### src/rtl/uart_rx.sv
// Asynchronous 8N1-style serial receiver: 2-FF input synchronizer, mid-bit sampling FSM,
// one-cycle data_valid / frame_error pulses and a BREAK state that rides out held-low lines.
module uart_rx #(
   parameter int DATA_BITS = 8,
   parameter int BAUD      = 9600,
   parameter int SYS_CLK   = 12000000
) (
   input  logic                 clk,
   input  logic                 rst_n,
   input  logic                 enable,
   input  logic                 rx_wire,
   output logic [DATA_BITS-1:0] rx_output,
   output logic                 data_valid,
   output logic                 frame_error,
   output logic                 busy
);

   localparam int CLKS_PER_BIT = SYS_CLK / BAUD;
   localparam int CNT_W        = $clog2(CLKS_PER_BIT);
   localparam int IDX_W        = $clog2(DATA_BITS + 1);

   localparam logic [CNT_W-1:0] BIT_LAST  = CNT_W'(CLKS_PER_BIT - 1);
   localparam logic [CNT_W-1:0] HALF_LAST = CNT_W'(CLKS_PER_BIT / 2 - 1);
   localparam logic [IDX_W-1:0] IDX_LAST  = IDX_W'(DATA_BITS - 1);

   typedef enum logic [2:0] {
      IDLE  = 3'd0,
      START = 3'd1,
      DATA  = 3'd2,
      STOP  = 3'd3,
      BREAK = 3'd4
   } state_t;

   // rx_wire is asynchronous; only sync_q[1] may feed decisions.
   logic [1:0] sync_q;
   logic       rx_sync;

   always_ff @(posedge clk or negedge rst_n) begin
      if (!rst_n) begin
         sync_q <= 2'b11;
      end else begin
         sync_q <= {sync_q[0], rx_wire};
      end
   end

   assign rx_sync = sync_q[1];

   state_t               state, state_next;
   logic [CNT_W-1:0]     bit_cnt, bit_cnt_next;
   logic [IDX_W-1:0]     idx, idx_next;
   logic [DATA_BITS-1:0] shreg, shreg_next;
   logic [DATA_BITS-1:0] rx_output_next;
   logic                 data_valid_next;
   logic                 frame_error_next;

   always_ff @(posedge clk or negedge rst_n) begin
      if (!rst_n) begin
         state       <= IDLE;
         bit_cnt     <= '0;
         idx         <= '0;
         shreg       <= '0;
         rx_output   <= '0;
         data_valid  <= 1'b0;
         frame_error <= 1'b0;
      end else begin
         state       <= state_next;
         bit_cnt     <= bit_cnt_next;
         idx         <= idx_next;
         shreg       <= shreg_next;
         rx_output   <= rx_output_next;
         data_valid  <= data_valid_next;
         frame_error <= frame_error_next;
      end
   end

   always_comb begin
      state_next       = state;
      bit_cnt_next     = bit_cnt;
      idx_next         = idx;
      shreg_next       = shreg;
      rx_output_next   = rx_output;
      data_valid_next  = 1'b0;
      frame_error_next = 1'b0;

      if (!enable) begin
         // Disabling abandons any frame in flight but keeps the last good word.
         state_next   = IDLE;
         bit_cnt_next = '0;
         idx_next     = '0;
         shreg_next   = '0;
      end else begin
         unique case (state)
            IDLE: begin
               if (!rx_sync) begin
                  state_next   = START;
                  bit_cnt_next = '0;
               end
            end

            START: begin
               if (bit_cnt == HALF_LAST) begin
                  bit_cnt_next = '0;
                  if (!rx_sync) begin
                     state_next = DATA;
                     idx_next   = '0;
                  end else begin
                     state_next = IDLE;
                  end
               end else begin
                  bit_cnt_next = bit_cnt + 1'b1;
               end
            end

            DATA: begin
               if (bit_cnt == BIT_LAST) begin
                  bit_cnt_next = '0;
                  shreg_next   = {rx_sync, shreg[DATA_BITS-1:1]};
                  idx_next     = idx + 1'b1;
                  if (idx == IDX_LAST) begin
                     state_next = STOP;
                  end
               end else begin
                  bit_cnt_next = bit_cnt + 1'b1;
               end
            end

            STOP: begin
               // Leaving at mid-stop lets a start edge right after the stop bit be caught.
               if (bit_cnt == BIT_LAST) begin
                  bit_cnt_next = '0;
                  if (rx_sync) begin
                     rx_output_next  = shreg;
                     data_valid_next = 1'b1;
                     state_next      = IDLE;
                  end else begin
                     frame_error_next = 1'b1;
                     state_next       = BREAK;
                  end
               end else begin
                  bit_cnt_next = bit_cnt + 1'b1;
               end
            end

            BREAK: begin
               if (rx_sync) begin
                  state_next = IDLE;
               end
            end

            default: begin
               state_next   = IDLE;
               bit_cnt_next = '0;
               idx_next     = '0;
            end
         endcase
      end
   end

   assign busy = (state != IDLE);

endmodule

### config.mk
export PLATFORM = sky130hd
export DESIGN_NAME = uart_rx
export DESIGN_NICKNAME = d
export VERILOG_FILES = /design/src/rtl/uart_rx.sv
export SDC_FILE = /design/constraint.sdc
export NUM_CORES = 1
export LEC_CHECK = 0
export ABC_AREA = 0
export CORE_UTILIZATION = 39
export CTS_CLUSTER_SIZE = 40
export DETAILED_ROUTE_END_ITERATION = 12
export PLACE_DENSITY_LB_ADDON = 0.08
export SETUP_SLACK_MARGIN = 0.4
export SYNTH_ARGS = -nofsm -noshare
export SYNTH_HDL_FRONTEND = slang
export SYNTH_SLANG_ARGS = --single-unit
### constraint.sdc
create_clock -name clk -period 2.23 [get_ports clk]
set_input_delay 0.3345 -clock clk [delete_from_list [all_inputs] [get_ports clk]]
set_output_delay 0.3345 -clock clk [all_outputs]
set_load 0.01 [all_outputs]
==> impl_metrics.json <==
{
  "status": "complete, no violations",
  "hold_class": "primary input to asynchronous set/reset pin",
  "maxCapViolCount": 0,
  "clockBufferDepth": 2,
  "cts_inserted_buffers": 5,
  "synth_area_per_cell_um2": 11.0,
  "drcViolationCount": 0,
  "dp_cells": 261,
  "cp-start-kind": "flop",
  "antenna_found_initial": 0,
  "drt_iter0_markers": 76,
  "dp_hpwl_um": 2580,
  "avgViaCountPerCell": 5.15,
  "netlist.area_leader.share_pct": 44.7,
  "synth_area_mm2": 0.00202,
  "setup_slack_ns": 0.307,
  "crit_type": "flop to flop",
  "gp_congestion": 0.852,
  "fillers": 421,
  "maxSlewViolCount": 0,
  "synthArstFlopShare_pct": 100,
  "worstMarginPinSlew_ns": 0.829,
  "peakVddDrop_mv": 0.474,
  "dpl_worst_slack_ns": 0.0212,
  "ys.flop_type": "dfrtp_1",
  "yosysWarnings": 0,
  "io_pins": 15,
  "fmaxAchievable_mhz": 520,
  "required_ns": 2.41,
  "ys_seq_area_share_pct": 47.3,
  "power_density_mw_per_mm2": 823,
  "syn_to_final_growth_pct": 26.9,
  "final_util_pct": 52.8,
  "drtPass1Iterations": 6,
  "portBuffers": 14,
  "grt_overflow_total": 0,
  "rows": 25,
  "synth_edf_count": 0,
  "power.leakage_nw": 1.19,
  "yosys-top-cells-count": "36 x dfrtp_1, 16 x nor2_1, 12 x mux2_2",
  "synthCells": 184,
  "finalSetupViolCount": 0,
  "max-slew-margin-rel_pct": 44.7,
  "setup_tns_ns": 0,
  "endpoint_kind": "flop",
  "initial_core_util_pct": 41.6,
  "syn-num-nets": 192,
  "antennaDiodeCount": 0,
  "die_w_um": 73.9,
  "yosysTopAreaCell": "dfrtp_1",
  "fin_crit_ns": 1.92,
  "die-area_mm2": 0.00546,
  "nets": 226,
  "p_total_w": 0.00211,
  "ys_types": 52,
  "vias": 1473,
  "grt_max_degree": 39,
  "antenna_left": 0,
  "cts_tree": "yes",
  "finClkSkew_ns": 0.00430,
  "wl_per_cell_um": 14.0,
  "h-tree-depth": 2,
  "fp.coreArea_mm2": 0.00485,
  "drive_above_1_share_pct": 32.9,
  "clk_latency_ns": 0.29,
  "cts.sinks": 38,
  "grt_pass1_wl_um": 6640,
  "grt_util_all_layers_pct": 16.3,
  "clockRootBuffer": "clkbuf_8",
  "postCtsHoldBufs": 0,
  "synthTopCellsByArea": "dfrtp_1 45%, mux2_2 6.7%, mux2i_1 5.5%",
  "cp_max_fo": 3,
  "synth-seq-cells": 38,
  "fin_cells": 286,
  "die_height_um": 73.9,
  "rsz0062_at_grt": "yes",
  "first_global_vias": 1396,
  "finalCritPeriodShare_pct": 86.2,
  "synth_most_common_cell": "dfrtp_1",
  "wl_um": 4000,
  "cp_data_arrival_time_ns": 2.10,
  "hold_viol": 0,
  "clk_pin_slew_ns": 0.08
}
## cell usage in the layout (no fill, tap or decap), types with 2 or more instances in the layout
| cell type | instances |
|---|---|
| dfrtp_1 | 32 |
| buf_4 | 22 |
| nor2_1 | 16 |
| mux2i_1 | 11 |
| clkdlybuf4s50_1 | 11 |
| nand2_1 | 10 |
| mux2_2 | 9 |
| nand2b_1 | 6 |
| a21oi_1 | 6 |
| nand3_1 | 6 |
| clkbuf_8 | 6 |
| inv_1 | 5 |
| a31oi_1 | 5 |
| or3_1 | 4 |
| nor3_1 | 4 |
| a21oi_2 | 4 |
| ha_1 | 4 |
| dfrtp_2 | 4 |
| and3_1 | 3 |
| mux2_4 | 3 |
| nand4bb_1 | 2 |
| and2_1 | 2 |
| o21ai_1 | 2 |
| o2bb2ai_1 | 2 |
| a41oi_1 | 2 |
| nand3b_1 | 2 |
| bufinv_16 | 2 |
| buf_6 | 2 |
| dlymetal6s2s_1 | 2 |
| dfstp_2 | 2 |
## logic make-up after synthesis
family	after synthesis	share of synthesized area [%]
buf+inv	19	6.02
simple gates	69	21.2
flops	38	47.3
xor+xnor	1	0.434
compound gates	30	10.4
mux	23	12.2
fa+ha+maj	4	2.48
## final cells by class
type                       count  area (µm²)  area share [%]
tap                           67        83.8            3.28
multi-input combinational    127        1000            39.1
clock buffer                   6        82.6            3.23
inverter                       7        26.3            1.03
clock inverter                 2        60.1            2.35
timing repair buffer          39         348            13.6
sequential                    38         958            37.5
## worst max-delay path, cell delays in order, from the launching register on
cell and delay (ns):
dfrtp_1 0.40, inv_2 0.07, ha_1 0.15, and4b_2 0.29
a21oi_2 0.09, or2_4 0.24, a2111oi_4 0.25, mux2_4 0.33
## timing repair
item                       in CTS  in global routing
setup endpoints to repair      19                 32
resized for setup               4                 15
cloned                          0                  1
pin swaps                       2                  5
hold endpoints to repair        0                  0
buffers inserted                6                 10
## sequential cells by signal, indices dropped and copies added (netlist names)
| signal | cells |
|---|---|
| rx_output | 8 |
| data_valid | 1 |
| sync_q | 2 |
| state | 3 |
| shreg | 8 |
| frame_error | 1 |
| idx | 4 |
| bit_cnt | 11 |
## layer usage
layer | track usage, % | up-vias | share of wire, %
met4 | 7.69 | 0 | 1.6
met2 | 25.5 | 23 | 49
met3 | 4.12 | 7 | 2.8
met1 | 21.1 | 718 | 47
met5 | 0 | - | 0
li1 | - | 725 | -
## power by group
part           switching (W)  internal, W  total (W)
logic               0.000298     0.000316   0.000614
registers          0.0000399     0.000729   0.000769
clock network       0.000248     0.000477   0.000725
total               0.000585      0.00152    0.00211
## final timing paths
check | end | slack [ns] | depth (start not counted) | start
worst min register to register | sync_q[1]$_DFF_PN1_ | 0.36 | 0 | sync_q[0]$_DFF_PN1_
worst min-delay path | frame_error$_DFF_PN0_ | 0.14 | 1 | rst_n
min in group clk | sync_q[1]$_DFF_PN1_ | 0.36 | 0 | sync_q[0]$_DFF_PN1_
worst max-delay path | state[1]$_DFFE_PN0P_ | 0.31 | 7 | bit_cnt[1]$_DFFE_PN0P_
worst max register to register | state[1]$_DFFE_PN0P_ | 0.31 | 7 | bit_cnt[1]$_DFFE_PN0P_
max in group asynchronous | state[0]$_DFFE_PN0P_ | 1.51 | 1 | rst_n
## through the flow
step / hold WS, ns / instance area (µm²)
after detailed placement: 0.354 / 2240
after CTS: 0.173 / 2430
final: 0.136 / 2560
after floorplan: 0.0389 / 2040
after global placement: 0.350 / 2240
after global routing: 0.200 / 2560
No activity file was read; power rests on OpenSTA's default activity.
